## config.mk

```make
export PLATFORM = sky130hd
export DESIGN_NAME = key_onehot_capture
export DESIGN_NICKNAME = d
export VERILOG_FILES = /design/src/rtl/key_capture_pkg.sv /design/src/rtl/key_debounce.sv /design/src/rtl/key_onehot_capture.sv
export SDC_FILE = /design/constraint.sdc
export NUM_CORES = 1
export LEC_CHECK = 0
export ABC_AREA = 1
export CAP_MARGIN = 15
export CORE_MARGIN = 2
export CORE_UTILIZATION = 58
export CTS_CLUSTER_DIAMETER = 150
export DETAILED_ROUTE_END_ITERATION = 8
export GPL_ROUTABILITY_DRIVEN = 0
export PLACE_DENSITY = 0.81
export SYNTH_ARGS = -nofsm -noshare
export SYNTH_HDL_FRONTEND = slang
export SYNTH_SLANG_ARGS = --single-unit
```

## constraint.sdc

```tcl
create_clock -name clk -period 3.5 [get_ports clk]
set_input_delay 0.525 -clock clk [delete_from_list [all_inputs] [get_ports clk]]
set_output_delay 0.525 -clock clk [all_outputs]
set_load 0.005 [all_outputs]
```

## src/rtl/key_capture_pkg.sv

```systemverilog
// Shared types and helpers for the key capture front end:
// FSM state, key count, default debounce length, arbitration helpers.
package key_capture_pkg;

    localparam int unsigned NUM_KEYS         = 4;
    localparam int unsigned DEBOUNCE_DEFAULT = 4;

    typedef enum logic {
        IDLE = 1'b0,
        HOLD = 1'b1
    } state_e;

    // Highest index wins: key3 > key2 > key1 > key0.
    function automatic logic [NUM_KEYS-1:0] pick_winner(input logic [NUM_KEYS-1:0] req);
        logic [NUM_KEYS-1:0] win;
        win = '0;
        for (int unsigned i = 0; i < NUM_KEYS; i++) begin
            if (req[i]) begin
                win    = '0;
                win[i] = 1'b1;
            end
        end
        return win;
    endfunction

    function automatic logic is_multi_hot(input logic [NUM_KEYS-1:0] req);
        logic [NUM_KEYS-1:0] one;
        one = NUM_KEYS'(1);
        return (req & (req - one)) != '0;
    endfunction

endpackage

```

## src/rtl/key_debounce.sv

```systemverilog
// One key line: 2-flop synchroniser, consecutive-sample debounce counter
// and a one-cycle pulse on each accepted rising level.
module key_debounce #(
    parameter int unsigned DEBOUNCE_CYCLES = 4
) (
    input  logic clk,
    input  logic rst_n,
    input  logic key_in,
    output logic press
);

    localparam int unsigned     CW       = $clog2(DEBOUNCE_CYCLES + 1);
    localparam logic [CW-1:0]   CNT_LAST = CW'(DEBOUNCE_CYCLES - 1);

    logic          meta_q;
    logic          s_q;
    logic          db_q;
    logic          db_d;
    logic          db_dly_q;
    logic [CW-1:0] cnt_q;
    logic [CW-1:0] cnt_d;

    // The flip happens on the sample that completes the run, so the
    // counter only ever reaches DEBOUNCE_CYCLES-1 and never wraps.
    always_comb begin
        db_d  = db_q;
        cnt_d = '0;
        if (s_q != db_q) begin
            if (cnt_q == CNT_LAST) begin
                db_d = s_q;
            end else begin
                cnt_d = cnt_q + 1'b1;
            end
        end
    end

    always_ff @(posedge clk or negedge rst_n) begin
        if (!rst_n) begin
            meta_q   <= 1'b0;
            s_q      <= 1'b0;
            db_q     <= 1'b0;
            db_dly_q <= 1'b0;
            cnt_q    <= '0;
        end else begin
            meta_q   <= key_in;
            s_q      <= meta_q;
            db_q     <= db_d;
            db_dly_q <= db_q;
            cnt_q    <= cnt_d;
        end
    end

    assign press = db_q & ~db_dly_q;

endmodule

```

## src/rtl/key_onehot_capture.sv

```systemverilog
// Four debounced key lines, fixed-priority arbitration and a registered
// one-hot capture register with valid/ack handshake and sticky overrun.
module key_onehot_capture
    import key_capture_pkg::*;
#(
    parameter int unsigned DEBOUNCE_CYCLES = DEBOUNCE_DEFAULT
) (
    input  logic                clk,
    input  logic                rst_n,
    input  logic [NUM_KEYS-1:0] key_in,
    input  logic                ack,
    output logic [NUM_KEYS-1:0] onehot,
    output logic                valid,
    output logic                overrun
);

    logic [NUM_KEYS-1:0] press;
    logic [NUM_KEYS-1:0] winner;
    logic                any_press;
    logic                multi_press;

    state_e              state_q;
    logic [NUM_KEYS-1:0] onehot_q;
    logic                valid_q;
    logic                overrun_q;

    for (genvar k = 0; k < NUM_KEYS; k++) begin : g_key
        key_debounce #(
            .DEBOUNCE_CYCLES(DEBOUNCE_CYCLES)
        ) u_debounce (
            .clk   (clk),
            .rst_n (rst_n),
            .key_in(key_in[k]),
            .press (press[k])
        );
    end

    always_comb begin
        winner      = pick_winner(press);
        any_press   = |press;
        multi_press = is_multi_hot(press);
    end

    always_ff @(posedge clk or negedge rst_n) begin
        if (!rst_n) begin
            state_q   <= IDLE;
            onehot_q  <= '0;
            valid_q   <= 1'b0;
            overrun_q <= 1'b0;
        end else begin
            case (state_q)
                IDLE: begin
                    if (any_press) begin
                        onehot_q  <= winner;
                        valid_q   <= 1'b1;
                        overrun_q <= overrun_q | multi_press;
                        state_q   <= HOLD;
                    end
                end
                HOLD: begin
                    if (!ack) begin
                        if (any_press) begin
                            overrun_q <= 1'b1;
                        end
                    end else if (any_press) begin
                        // ack and a new press on the same edge: hand over directly
                        onehot_q  <= winner;
                        overrun_q <= multi_press;
                    end else begin
                        onehot_q  <= '0;
                        valid_q   <= 1'b0;
                        overrun_q <= 1'b0;
                        state_q   <= IDLE;
                    end
                end
                default: begin
                    state_q  <= IDLE;
                    onehot_q <= '0;
                    valid_q  <= 1'b0;
                end
            endcase
        end
    end

    assign onehot  = onehot_q;
    assign valid   = valid_q;
    assign overrun = overrun_q;

endmodule

```

Word level (Yosys, flattened, before mapping)
Cells that the tools add are included.

Memories kept: 0. Logic and storage cells: 88. ROM bits: 0. Input bits: 7. Bits in latches: 0. Output and inout bits: 6. Register bits: 35. RAM bits: 0.

Bitwise gates (word level): 11. Reduce and logical (&&, ||, !) cells: 9. Multipliers: 0. Div/mod/pow operators: 0. Order comparisons: 0. Multiplexer cells: 27. Eq/ne operators: 12. Add/subtract/negate cells: 5. Shift operators: 0.

Operator list (count): two-way mux 3 bit (8); two-way mux 4 bit (5); adder 3 x 1 -> 3 bit (second input constant) (4); == test 3 x 2 -> 1 bit (second input constant) (4); AND reduction 2 bit (6); two-way mux 1 bit (9); case mux 4 bit (2 select lines) (1); inequality test 2 bit (second input constant) (3); case mux 1 bit (2 select lines) (3); NOT 1 bit (5); bitwise AND 1 bit (4); bitwise AND 4 bit (1); inequality test 1 bit (4); nonzero test 4 bit (1); OR reduction 4 bit (1); subtractor 4 x 1 -> 4 bit (second input constant) (1); inequality test 3 bit (second input constant) (1); AND reduction 3 bit (1); two-way mux 2 bit (1); OR 1 bit (1).

Longest topological paths before layout
Word-level depth: 9. Gate-level depth with buffers: 7. Depth with buffers taken out: 7.

Cells and area by module
From an unflattened synthesis, not the netlist that was laid out.

Cell total of the unflattened synthesis: 155. Area, all modules: 1432.6 um^2.

Modules (own cells, without submodules): key_debounce (cells an instance 27, times used 4, sequential area each 175.2 um^2, area each 267.8 um^2); key_onehot_capture (cells an instance 47, times used 1, sequential area each 175.2 um^2, area each 361.6 um^2).

Least setup slack after synthesis
No wires, ideal clock.

Kind: register -> register. From: register g_key[0].u_debounce.cnt_q[0]. To: register g_key[0].u_debounce.db_q. Path slack: 2.406 ns. Data required time: 3.375 ns. Cell stages (with the launch flop): 4. Library setup time: 0.125 ns. Period minus slack after synthesis: 1.094 ns. Buffers on the path: 0. Arrival: 0.969 ns. Path through: dfrtp_1 > ha_1 > nand2_1 > mux2_2.

Word-level cells in the longest chain between the ends: 2.

RTL lines: start, declared (RTL line key_debounce.sv:20) `logic [CW-1:0] cnt_q;`; start signal, assigned (RTL line key_debounce.sv:49) `cnt_q <= cnt_d;`; == test 3 x 2 -> 1 bit (RTL line key_debounce.sv:29) `if (cnt_q == CNT_LAST) begin`; AND reduction 2 bit (no line); end signal, assigned (RTL line key_debounce.sv:41) `db_q <= 1'b0;`; end signal, assigned (RTL line key_debounce.sv:47) `db_q <= db_d;`; end, declared (RTL line key_debounce.sv:17) `logic db_q;`.

No other way between the ends. A chain may end at the register's enable or synchronous reset.

Final worst setup path
From: register overrun_q, in the netlist overrun. To: output overrun.

RTL lines: start, declared (RTL line key_onehot_capture.sv:25) `logic overrun_q;`; start signal, assigned (RTL line key_onehot_capture.sv:56) `overrun_q <= overrun_q | multi_press;`; start signal, assigned (RTL line key_onehot_capture.sv:68) `overrun_q <= multi_press;`; end, declared (RTL line key_onehot_capture.sv:14) `output logic overrun`.

No word-level cell between the ends.

==> impl_metrics.toml <==
[outcome]
status = "finished, final reports clean"

[worst_setup_path]
max_stage_delay_ns = 0.53
cp_max_fo = 3
path_class = "register to output pin"
cp_data_required_time_ns = 2.97
worstPathArrival_ns = 1.26
slowest_stage = "clkdlybuf4s50_1"
crit_family = "buffers and inverters"
regToRegSetupSlack_ns = 2.31
critPathLaunchType = "register"
worst-path-stages = 1
worstReg2RegStart = "g_key[3].u_debounce.cnt_q[0]$_DFF_PN0_"
path_cells = "clkdlybuf4s50_1"
ff2ff_path_depth = 3
r2r_end = "g_key[3].u_debounce.db_q$_DFFE_PN0P_"
path_buf_inv = 1
startpoint = "overrun$_DFFE_PN0P_"
worstSetupEndpointType = "output pin"
worstSetupEndpoint = "overrun"

[power_and_ir_drop]
switching_power_mw = 0.432
p_comb_share_pct = 34.7
p_int_mw = 0.812
p_leak_nw = 0.779
cellPowerDensity_nw_per_um2 = 793
netSwitchingFraction_pct = 34.7
clkPwrFrac_pct = 17.0
pwr-share-seq_pct = 48.3
ir_drop_v = 0.000437

[timing]
slew_headroom_pct = 72.1
fmax_mhz = 560
finClkSkew_ns = 0.00625
rsz0062_at_grt = "no"
period_minus_slack_ns = 1.79
worst_pin_slew_ns = 0.419
hold_violations = 0
report.final.slew_viol_count = 0
tns_ns = 0
fin_crit_sh_pct = 51.0
finalSetupViolCount = 0

[finish]
fillers = 165
layout-drive-gt1-share_pct = 15.2
fin_area_sq_um = 1570
num_antenna_cells = 0
finalNetCount = 149
syn_to_final_growth_pct = 16.2

[logic_synthesis]
avgSynthCellArea_sq_um = 11.4
netlist-cell-type-count = 19
ys_ff_latch = 35
syn_area_sq_um = 1350
seq_area_frac_synth_pct = 64.9
synth_top_cell_area_share_pct = 64.9
synth_area_leaders = "dfrtp_1 (65%), nand2_1 (5.3%), inv_1 (4.4%)"
ys_warn_count = 0
syn_inst = 118
syn_nets = 129
yosysTopAreaCell = "dfrtp_1"

[hold_path]
whs_path_depth = 0
min_path_type = "register to register"

[run]
drv_cap = 0

[floorplan]
die-width_um = 52.2
initial_utilization_pct = 61.0
die_h_um = 52.2
ios = 13
fp-row-count = 17
fp.dieArea_sq_um = 2730
coreArea_sq_um = 2210

[cts]
htree_levels = 2
cts_buffers = 5
ctsHoldBuffers = 0
cts.repair.resized = 0
clkLatencyLatePin_ns = 0.33
path_clk_slew_ns = 0.10
cts_root_buf = "clkbuf_4"
clock_path_buffers = 2
cts_setup_buffers = 0
cts_sinks = 35
cts_tree = "done"

[detailed_routing]
ant_nets = 0
post_drt_via_cell_ratio = 5.08
highest_layer = "met4"
detail_route.wl_per_cell_um = 12.3
wirelength_um = 2040
met2WireLength_um = 1010
m1WireLength_um = 881
drc = 0
dr.pass1.iters = 2
route.met3.wl_um = 99
drtIter0Drc = 4
num_vias = 844

[grt]
antenna_found_initial = 0
grt_pass1_wl_um = 3490
grt_pass1_vias = 831
track_usage_pct = 18.7
grt_start_max_net_pins = 36
grt_overflow = 0

[place]
postPlaceCellArea_sq_um = 1510
dpl.hpwl_um = 1470
portBuffers = 12
## power groups by stage
stage	sequential [mW]	clock (mW)	combinational [mW]
floorplan	0.595	0	0.298
global placement	0.600	0	0.401
detailed placement	0.611	0	0.430
CTS	0.602	0.221	0.437
global route	0.617	0.242	0.489
finish	0.601	0.212	0.432
## Yosys cell counts
| library cell | number |
|---|---|
| mux2_2 | 3 |
| o211ai_1 | 3 |
| nor2_1 | 8 |
| inv_1 | 16 |
| nand3_1 | 5 |
| ha_1 | 4 |
| nand2_4 | 1 |
| dfrtp_1 | 35 |
| o21ai_1 | 1 |
| nand2_2 | 6 |
| nand2_1 | 19 |
| nor3_1 | 5 |
| inv_2 | 1 |
| nor3b_1 | 3 |
| o2111ai_1 | 1 |
| xnor2_1 | 4 |
| o21ai_2 | 1 |
| o21bai_1 | 1 |
| o21ai_4 | 1 |
## routing by layer
layer	GRT usage, %	up-vias
met1	21.9	405
met3	7.71	6
met5	0	-
met2	29.3	16
li1	-	417
met4	10.3	0
## cell usage in the layout (no fill, tap or decap), types with 4 or more instances in the layout
master,synthesis,routed
nand2_2,6,6
clkbuf_4,0,5
nand3_1,5,5
dfrtp_1,35,35
xnor2_1,4,4
nor3_1,5,5
inv_1,16,16
ha_1,4,4
nand2_1,19,19
clkdlybuf4s50_1,0,12
nor2_1,8,8
## worst min-delay path by stage
stage / startpoint / endpoint / slack [ns]
2_1_floorplan: rst_n / g_key[0].u_debounce.cnt_q[0]$_DFF_PN0_ / 0.23
3_3_place_gp: g_key[3].u_debounce.meta_q$_DFF_PN0_ / g_key[3].u_debounce.s_q$_DFF_PN0_ / 0.33
3_5_place_dp: g_key[0].u_debounce.meta_q$_DFF_PN0_ / g_key[0].u_debounce.s_q$_DFF_PN0_ / 0.34
4_1_cts: g_key[0].u_debounce.meta_q$_DFF_PN0_ / g_key[0].u_debounce.s_q$_DFF_PN0_ / 0.37
5_1_grt: g_key[0].u_debounce.meta_q$_DFF_PN0_ / g_key[0].u_debounce.s_q$_DFF_PN0_ / 0.37
6_report: g_key[0].u_debounce.meta_q$_DFF_PN0_ / g_key[0].u_debounce.s_q$_DFF_PN0_ / 0.35
## state kept, by name, summed over array words and instances, names as in the netlist, 4 cells and up
signal                     cells
g_key.u_debounce.cnt_q        12
g_key.u_debounce.db_dly_q      4
g_key.u_debounce.db_q          4
g_key.u_debounce.meta_q        4
g_key.u_debounce.s_q           4
onehot                         4
## stage by stage
step | cells | worst slack, ns | utilization, % | power (mW) | hold slack, ns
2_1_floorplan | 118 | 2.41 | - | 0.892 | 0.229
3_3_place_gp | 159 | 1.87 | 68.4 | 1.00 | 0.331
3_5_place_dp | 159 | 1.83 | 68.4 | 1.04 | 0.340
4_1_cts | 166 | 1.69 | 70.9 | 1.26 | 0.365
5_1_grt | 166 | 1.65 | 70.9 | 1.35 | 0.368
6_report | 166 | 1.71 | 70.9 | 1.24 | 0.354
## cell type report
| class | count | area [sq um] | area share [%] |
|---|---|---|---|
| flip-flops and latches | 35 | 876 | 55.8 |
| multi-input cells | 66 | 410 | 26.2 |
| repair buffers | 13 | 128 | 8.13 |
| inverters | 17 | 63.8 | 4.07 |
| clock buffers | 6 | 51.3 | 3.27 |
| well taps | 28 | 35.0 | 2.23 |
| clock inverters | 1 | 5.00 | 0.319 |
## logic make-up (layout without fill, tap and decap cells)
| family | count (synthesis) | count (layout) | synth area share, % |
|---|---|---|---|
| buffers and inverters | 17 | 37 | 4.73 |
| xor gates and xnor gates | 4 | 4 | 2.59 |
| adders and majority gates | 4 | 4 | 3.71 |
| and+or+nand+nor | 47 | 47 | 16.5 |
| AOI/OAI and AO/OA | 8 | 8 | 5.10 |
| muxes | 3 | 3 | 2.50 |
| DFF | 35 | 35 | 64.9 |
Note: power is estimated with default switching activity, not from simulation.
